$ cat config.mk
export PLATFORM = sky130hd
export DESIGN_NAME = alu_op_sequencer
export DESIGN_NICKNAME = d
export VERILOG_FILES = /design/src/rtl/alu_pkg.sv /design/src/rtl/alu_err_check.sv /design/src/rtl/alu_op_sequencer.sv
export SDC_FILE = /design/constraint.sdc
export NUM_CORES = 1
export LEC_CHECK = 0
export CORE_ASPECT_RATIO = 1.1
export CORE_MARGIN = 1
export CORE_UTILIZATION = 40
export CTS_CLUSTER_DIAMETER = 40
export DETAILED_ROUTE_END_ITERATION = 6
export GPL_TIMING_DRIVEN = 0
export PLACE_DENSITY = 0.77
export SLEW_MARGIN = 15
export SYNTH_ARGS = -nofsm -noshare
export SYNTH_HDL_FRONTEND = slang
export SYNTH_SLANG_ARGS = --single-unit
$ cat constraint.sdc
create_clock -name clk -period 2 [get_ports clk]
set_clock_uncertainty 0.05 [all_clocks]
set_input_delay 0.5 -clock clk [delete_from_list [all_inputs] [get_ports clk]]
set_output_delay 0.5 -clock clk [all_outputs]
set_load 0.1 [all_outputs]
$ cat src/rtl/alu_pkg.sv
// rtl/alu_pkg.sv - opcodes, operand limits and sequencer state encoding shared by the ALU command path
package alu_pkg;

   localparam logic [5:0] OP_CLEAR = 6'd0;
   localparam logic [5:0] OP_NOT   = 6'd1;
   localparam logic [5:0] OP_SHR   = 6'd2;
   localparam logic [5:0] OP_SHL   = 6'd3;
   localparam logic [5:0] OP_FACT  = 6'd4;
   localparam logic [5:0] OP_EXP   = 6'd5;
   localparam logic [5:0] OP_ADD   = 6'd6;
   localparam logic [5:0] OP_SUB   = 6'd7;
   localparam logic [5:0] OP_MULT  = 6'd8;
   localparam logic [5:0] OP_DIV   = 6'd9;
   localparam logic [5:0] OP_AND   = 6'd10;
   localparam logic [5:0] OP_OR    = 6'd11;
   localparam logic [5:0] OP_XOR   = 6'd12;
   localparam logic [5:0] OP_MAX   = OP_XOR;

   localparam logic [15:0] FACT_MAX_IN = 16'd12;
   localparam logic [15:0] EXP_MAX_IN  = 16'd22;
   localparam logic [31:0] ERR_DATA    = 32'hFFFF_FFFF;

   typedef enum logic [1:0] {
      ST_IDLE = 2'd0,
      ST_EXEC = 2'd1,
      ST_RESP = 2'd2
   } seq_state_e;

endpackage

$ cat src/rtl/alu_err_check.sv
// rtl/alu_err_check.sv - combinational error/accumulator-write decision for one ALU operation
module alu_err_check
   import alu_pkg::*;
(
   input  logic [5:0]  alu_sel,
   input  logic [15:0] alu_a,
   input  logic [15:0] alu_b,
   input  logic [31:0] alu_out,
   output logic        err,
   output logic        acc_we,
   output logic [31:0] rsp_data
);

   logic [16:0] sum17;
   logic        hard_err;
   logic        soft_err;

   assign sum17 = {1'b0, alu_a} + {1'b0, alu_b};

   // Hard errors poison the result; soft errors (overflow/borrow) still keep it.
   always_comb begin
      hard_err = 1'b0;
      soft_err = 1'b0;
      case (alu_sel)
         OP_DIV:  hard_err = (alu_b == 16'd0);
         OP_FACT: hard_err = (alu_a > FACT_MAX_IN);
         OP_EXP:  hard_err = (alu_a > EXP_MAX_IN);
         OP_ADD:  soft_err = sum17[16];
         OP_SUB:  soft_err = (alu_a < alu_b);
         default: ;
      endcase
   end

   assign err      = hard_err | soft_err;
   assign acc_we   = ~hard_err;
   assign rsp_data = hard_err ? ERR_DATA : alu_out;

endmodule

$ cat src/rtl/alu_op_sequencer.sv
// rtl/alu_op_sequencer.sv - one-at-a-time command sequencer driving the ALU inputs and owning the accumulator
module alu_op_sequencer
   import alu_pkg::*;
#(
   parameter int SETTLE_CYCLES = 1,
   parameter int MAX_OP        = int'(OP_MAX)
) (
   input  logic        clk,
   input  logic        reset,
   input  logic        cmd_valid,
   output logic        cmd_ready,
   input  logic [5:0]  cmd_op,
   input  logic [15:0] cmd_a,
   input  logic [15:0] cmd_b,
   input  logic        cmd_use_acc,
   output logic [15:0] alu_a,
   output logic [15:0] alu_b,
   output logic [5:0]  alu_sel,
   output logic [31:0] alu_acc,
   input  logic [31:0] alu_out,
   output logic        rsp_valid,
   input  logic        rsp_ready,
   output logic [31:0] rsp_data,
   output logic        rsp_err,
   output logic [31:0] acc_q
);

   seq_state_e  state_q, state_d;
   logic [3:0]  cnt_q, cnt_d;
   logic [15:0] alu_a_q, alu_a_d;
   logic [15:0] alu_b_q, alu_b_d;
   logic [5:0]  alu_sel_q, alu_sel_d;
   logic [31:0] acc_d;
   logic        rsp_valid_q, rsp_valid_d;
   logic        rsp_err_q, rsp_err_d;
   logic [31:0] rsp_data_q, rsp_data_d;

   logic        chk_err;
   logic        chk_acc_we;
   logic [31:0] chk_data;

   alu_err_check u_err_check (
      .alu_sel  (alu_sel_q),
      .alu_a    (alu_a_q),
      .alu_b    (alu_b_q),
      .alu_out  (alu_out),
      .err      (chk_err),
      .acc_we   (chk_acc_we),
      .rsp_data (chk_data)
   );

   always_comb begin
      state_d     = state_q;
      cnt_d       = cnt_q;
      alu_a_d     = alu_a_q;
      alu_b_d     = alu_b_q;
      alu_sel_d   = alu_sel_q;
      acc_d       = acc_q;
      rsp_valid_d = rsp_valid_q;
      rsp_err_d   = rsp_err_q;
      rsp_data_d  = rsp_data_q;
      case (state_q)
         ST_IDLE: begin
            if (cmd_valid) begin
               if (cmd_op > 6'(MAX_OP)) begin
                  // Rejected opcodes never touch the ALU port set.
                  rsp_data_d  = ERR_DATA;
                  rsp_err_d   = 1'b1;
                  rsp_valid_d = 1'b1;
                  state_d     = ST_RESP;
               end else begin
                  alu_sel_d = cmd_op;
                  alu_b_d   = cmd_b;
                  alu_a_d   = cmd_use_acc ? acc_q[15:0] : cmd_a;
                  cnt_d     = 4'(SETTLE_CYCLES - 1);
                  state_d   = ST_EXEC;
               end
            end
         end
         ST_EXEC: begin
            if (cnt_q != 4'd0) begin
               cnt_d = cnt_q - 4'd1;
            end else begin
               rsp_data_d  = chk_data;
               rsp_err_d   = chk_err;
               rsp_valid_d = 1'b1;
               if (chk_acc_we) acc_d = alu_out;
               state_d     = ST_RESP;
            end
         end
         ST_RESP: begin
            if (rsp_ready) begin
               rsp_valid_d = 1'b0;
               rsp_err_d   = 1'b0;
               state_d     = ST_IDLE;
            end
         end
         default: state_d = ST_IDLE;
      endcase
   end

   always_ff @(posedge clk or negedge reset) begin
      if (!reset) begin
         state_q     <= ST_IDLE;
         cnt_q       <= 4'd0;
         alu_a_q     <= 16'd0;
         alu_b_q     <= 16'd0;
         alu_sel_q   <= 6'd0;
         acc_q       <= 32'd0;
         rsp_valid_q <= 1'b0;
         rsp_err_q   <= 1'b0;
         rsp_data_q  <= 32'd0;
      end else begin
         state_q     <= state_d;
         cnt_q       <= cnt_d;
         alu_a_q     <= alu_a_d;
         alu_b_q     <= alu_b_d;
         alu_sel_q   <= alu_sel_d;
         acc_q       <= acc_d;
         rsp_valid_q <= rsp_valid_d;
         rsp_err_q   <= rsp_err_d;
         rsp_data_q  <= rsp_data_d;
      end
   end

   assign cmd_ready = (state_q == ST_IDLE);
   assign alu_a     = alu_a_q;
   assign alu_b     = alu_b_q;
   assign alu_sel   = alu_sel_q;
   assign alu_acc   = acc_q;
   assign rsp_valid = rsp_valid_q;
   assign rsp_err   = rsp_err_q;
   assign rsp_data  = rsp_data_q;

endmodule

==> flow_summary.json <==
{
  "dp.final_hpwl_um": 12500,
  "worstRegToRegCells": 8,
  "first_global_vias": 4694,
  "most-common-layout-cells": "108 x clkdlybuf4s15_2, 72 x dfrtp_1, 72 x clkdlybuf4s50_1",
  "cts_hold_buf": 0,
  "mappedNetlistNets": 553,
  "worst_setup_path_endpoint": "acc_q[10]",
  "overflow": 0,
  "timing.final.ws_setup_ns": -0.362,
  "syn_to_final_growth_pct": 58.8,
  "timing.rr.start": "alu_a[13]",
  "drtAntennaViolNets": 0,
  "yosysTopAreaCell": "dfrtp_1",
  "grt_first_pass_wirelength_um": 25600,
  "violations_in_the_final_reports": "setup timing",
  "drc": 0,
  "routed_wl_um": 16500,
  "timing.slew.headroom_pct": 36.8,
  "clock_latency_ns": 0.35,
  "cts_max_level": 3,
  "routedWlPerCell_um": 19.0,
  "rsz0062_at_grt": "yes",
  "path_max_fanout": 5,
  "gr-usage-all-layers_pct": 23.8,
  "finalCritPeriodShare_pct": 118,
  "timing.critical_path.required_ns": 2.18,
  "synth_cells": 446,
  "timing.critical_path.cells": "nor4_2, nand3_1, or3_4, a31oi_4, buf_6, nand2_8, buf_12, mux2_4",
  "clk_pin_slew_worst_paths_ns": 0.08,
  "run_status": "finished, violations left",
  "coreArea_um2": 13300,
  "floorplan.rows": 44,
  "synthesis.area_um2": 5480,
  "r2r_setup_slack_ns": -0.36,
  "async_reset_ff_share_pct": 100,
  "timing_max_transition_violations_final": 0,
  "report.final.hold_viol_count": 0,
  "rr_endpoint": "acc_q[10]",
  "gp_congestion": 0.835,
  "ioPinCount": 212,
  "edff_count_synth": 0,
  "post_synth.cell_area_avg_um2": 12.3,
  "synth.yosys.seq_area_share_pct": 50.3,
  "finish.net_count": 784,
  "clock_tree_from_tritoncts": "yes",
  "period_needed_ns": 2.36,
  "synth.top_cells.by_area": "dfrtp_1 50%, mux2_4 7.7%, ha_1 7.3%",
  "synth_top_area_share_pct": 50.3,
  "post_route_cells_drive_above_1_share_pct": 46.5,
  "hold_path_class": "input pin to asynchronous set/reset pin",
  "critical-path-max-stage-delay_ns": 0.52,
  "crit_path_start_kind": "flop",
  "worst_slew_pin_slew_ns": 0.951,
  "setup.worst_path.start": "alu_a[13]",
  "ys.flop_type": "dfrtp_1",
  "maximum_number_of_pins_on_one_net_before_global_route_repair": 61,
  "max_freq_mhz": 423,
  "cts.sink_count": 110,
  "fp.dieH_um": 125,
  "worstSetupEndpointType": "flop",
  "ys_seq_elements": 110,
  "antenna_cells": 0,
  "tritonroute_pass_1_iters": 4,
  "worstSetupPathType": "flop to flop",
  "number_of_drc_markers_in_iteration_0": 108,
  "critPathTopFamily": "simple AND/OR/NAND/NOR gates",
  "setup_violations": 66,
  "die_area_um2": 14200,
  "layout_commonest_cell": "clkdlybuf4s15_2",
  "place_worst_setup_slack_ns": -0.688,
  "cts_buffers": 9,
  "timing.critical_path.slowest_stage_cell": "dfrtp_4",
  "routed-via-count": 4356,
  "antenna_found_initial": 0,
  "path_buf_inv": 2,
  "start_util_pct": 41.3,
  "synthDistinctLibCells": 49,
  "path_depth": 8,
  "drt-vias-per-instance": 5.03,
  "die_w_um": 114,
  "cts.path.max_buffers": 2,
  "synth-warning-count": 0,
  "cts.root.buffer_cell": "clkbuf_16",
  "cp.arrival_ns": 2.54,
  "place.port_buffers": 210,
  "number_of_maximum_capacitance_violations": 0
}
## final cells by class
class                      count  area [um^2]
buffer                        50          405
clock buffer                  10          239
clock inverter                 6         43.8
fill                         976         4570
inverter                      24         90.1
multi-input combinational    262         2550
sequential                   110         2850
tap                          184          230
timing repair buffer         220         2280
## layer usage
layer	GRT usage [%]	up-vias	wire length [um]
li1	-	2024	-
met1	28.7	2140	6670
met2	40.9	177	8310
met3	6.42	15	1250
met4	7.59	0	236
met5	0	-	0
## what timing repair did
| action | 4_1_cts | 5_1_grt |
|---|---|---|
| gates cloned | 0 | 2 |
| pin swaps | 0 | 3 |
| setup buffers | 2 | 6 |
| setup endpoints to repair | 204 | 118 |
| gates resized for setup | 433 | 51 |
## through the flow
step                utilization [%]  setup TNS [ns]  cell area [um^2]  hold slack [ns]  std cells
CTS                            64.7          -20.61              8580           0.0492        858
global route                   65.5          -27.74              8690           0.0717        866
global placement               60.9         -484.06              8090            0.420        840
detailed placement             61.2          -62.56              8110            0.426        841
finish                         65.5          -21.89              8690           0.0356        866
floorplan                         -          -18.94              5750            0.154        446
## worst register-to-register path: cells and delay by family, from the launching register on
family	cells	cell delay, ns
buffers and inverters	2	0.33
muxes	1	0.29
AOI/OAI and AO/OA	1	0.22
and+or+nand+nor	4	0.84
DFF	1	0.52
## Yosys cell counts, types with 8 or more instances
cell type    n
a21oi_1     11
buf_4       32
clkbuf_1    10
dfrtp_1    110
ha_1        32
inv_1       24
mux2_1      24
mux2_4      28
mux2i_1     17
nand2_1     22
nor2_1       8
nor4_1       8
o21ai_1     17
o22a_1      32
## state kept, by name, indices dropped and copies added (netlist names)
signal and flops:
rsp_valid 1, alu_b 16, state_q 2, rsp_err 1, rsp_data 32, alu_sel 6, acc_q 32, cnt_q 4
alu_a 16
## how the worst min path moves through the flow
| stage | start | to | slack, ns | depth (start not counted) |
|---|---|---|---|---|
| after floorplan | reset | acc_q[0] | 0.15 | 0 |
| after global placement | rsp_data[15] | rsp_data[15] | 0.42 | 1 |
| after detailed placement | reset | rsp_data[27] | 0.43 | 1 |
| after CTS | reset | rsp_data[27] | 0.05 | 1 |
| after global routing | reset | acc_q[30] | 0.07 | 1 |
| final | reset | rsp_data[27] | 0.04 | 1 |
## cell families after synthesis
kind of cell / Yosys count / synth area share (%)
muxes: 69 / 15.7
and+or+nand+nor: 71 / 6.97
xor gates and xnor gates: 2 / 0.320
adders and majority gates: 32 / 7.31
DFF: 110 / 50.3
buffers and inverters: 75 / 7.84
AOI/OAI and AO/OA: 87 / 11.6
Power is not shown: default switching activity piles up to over one toggle a cycle in this logic, so the estimate is an artifact.
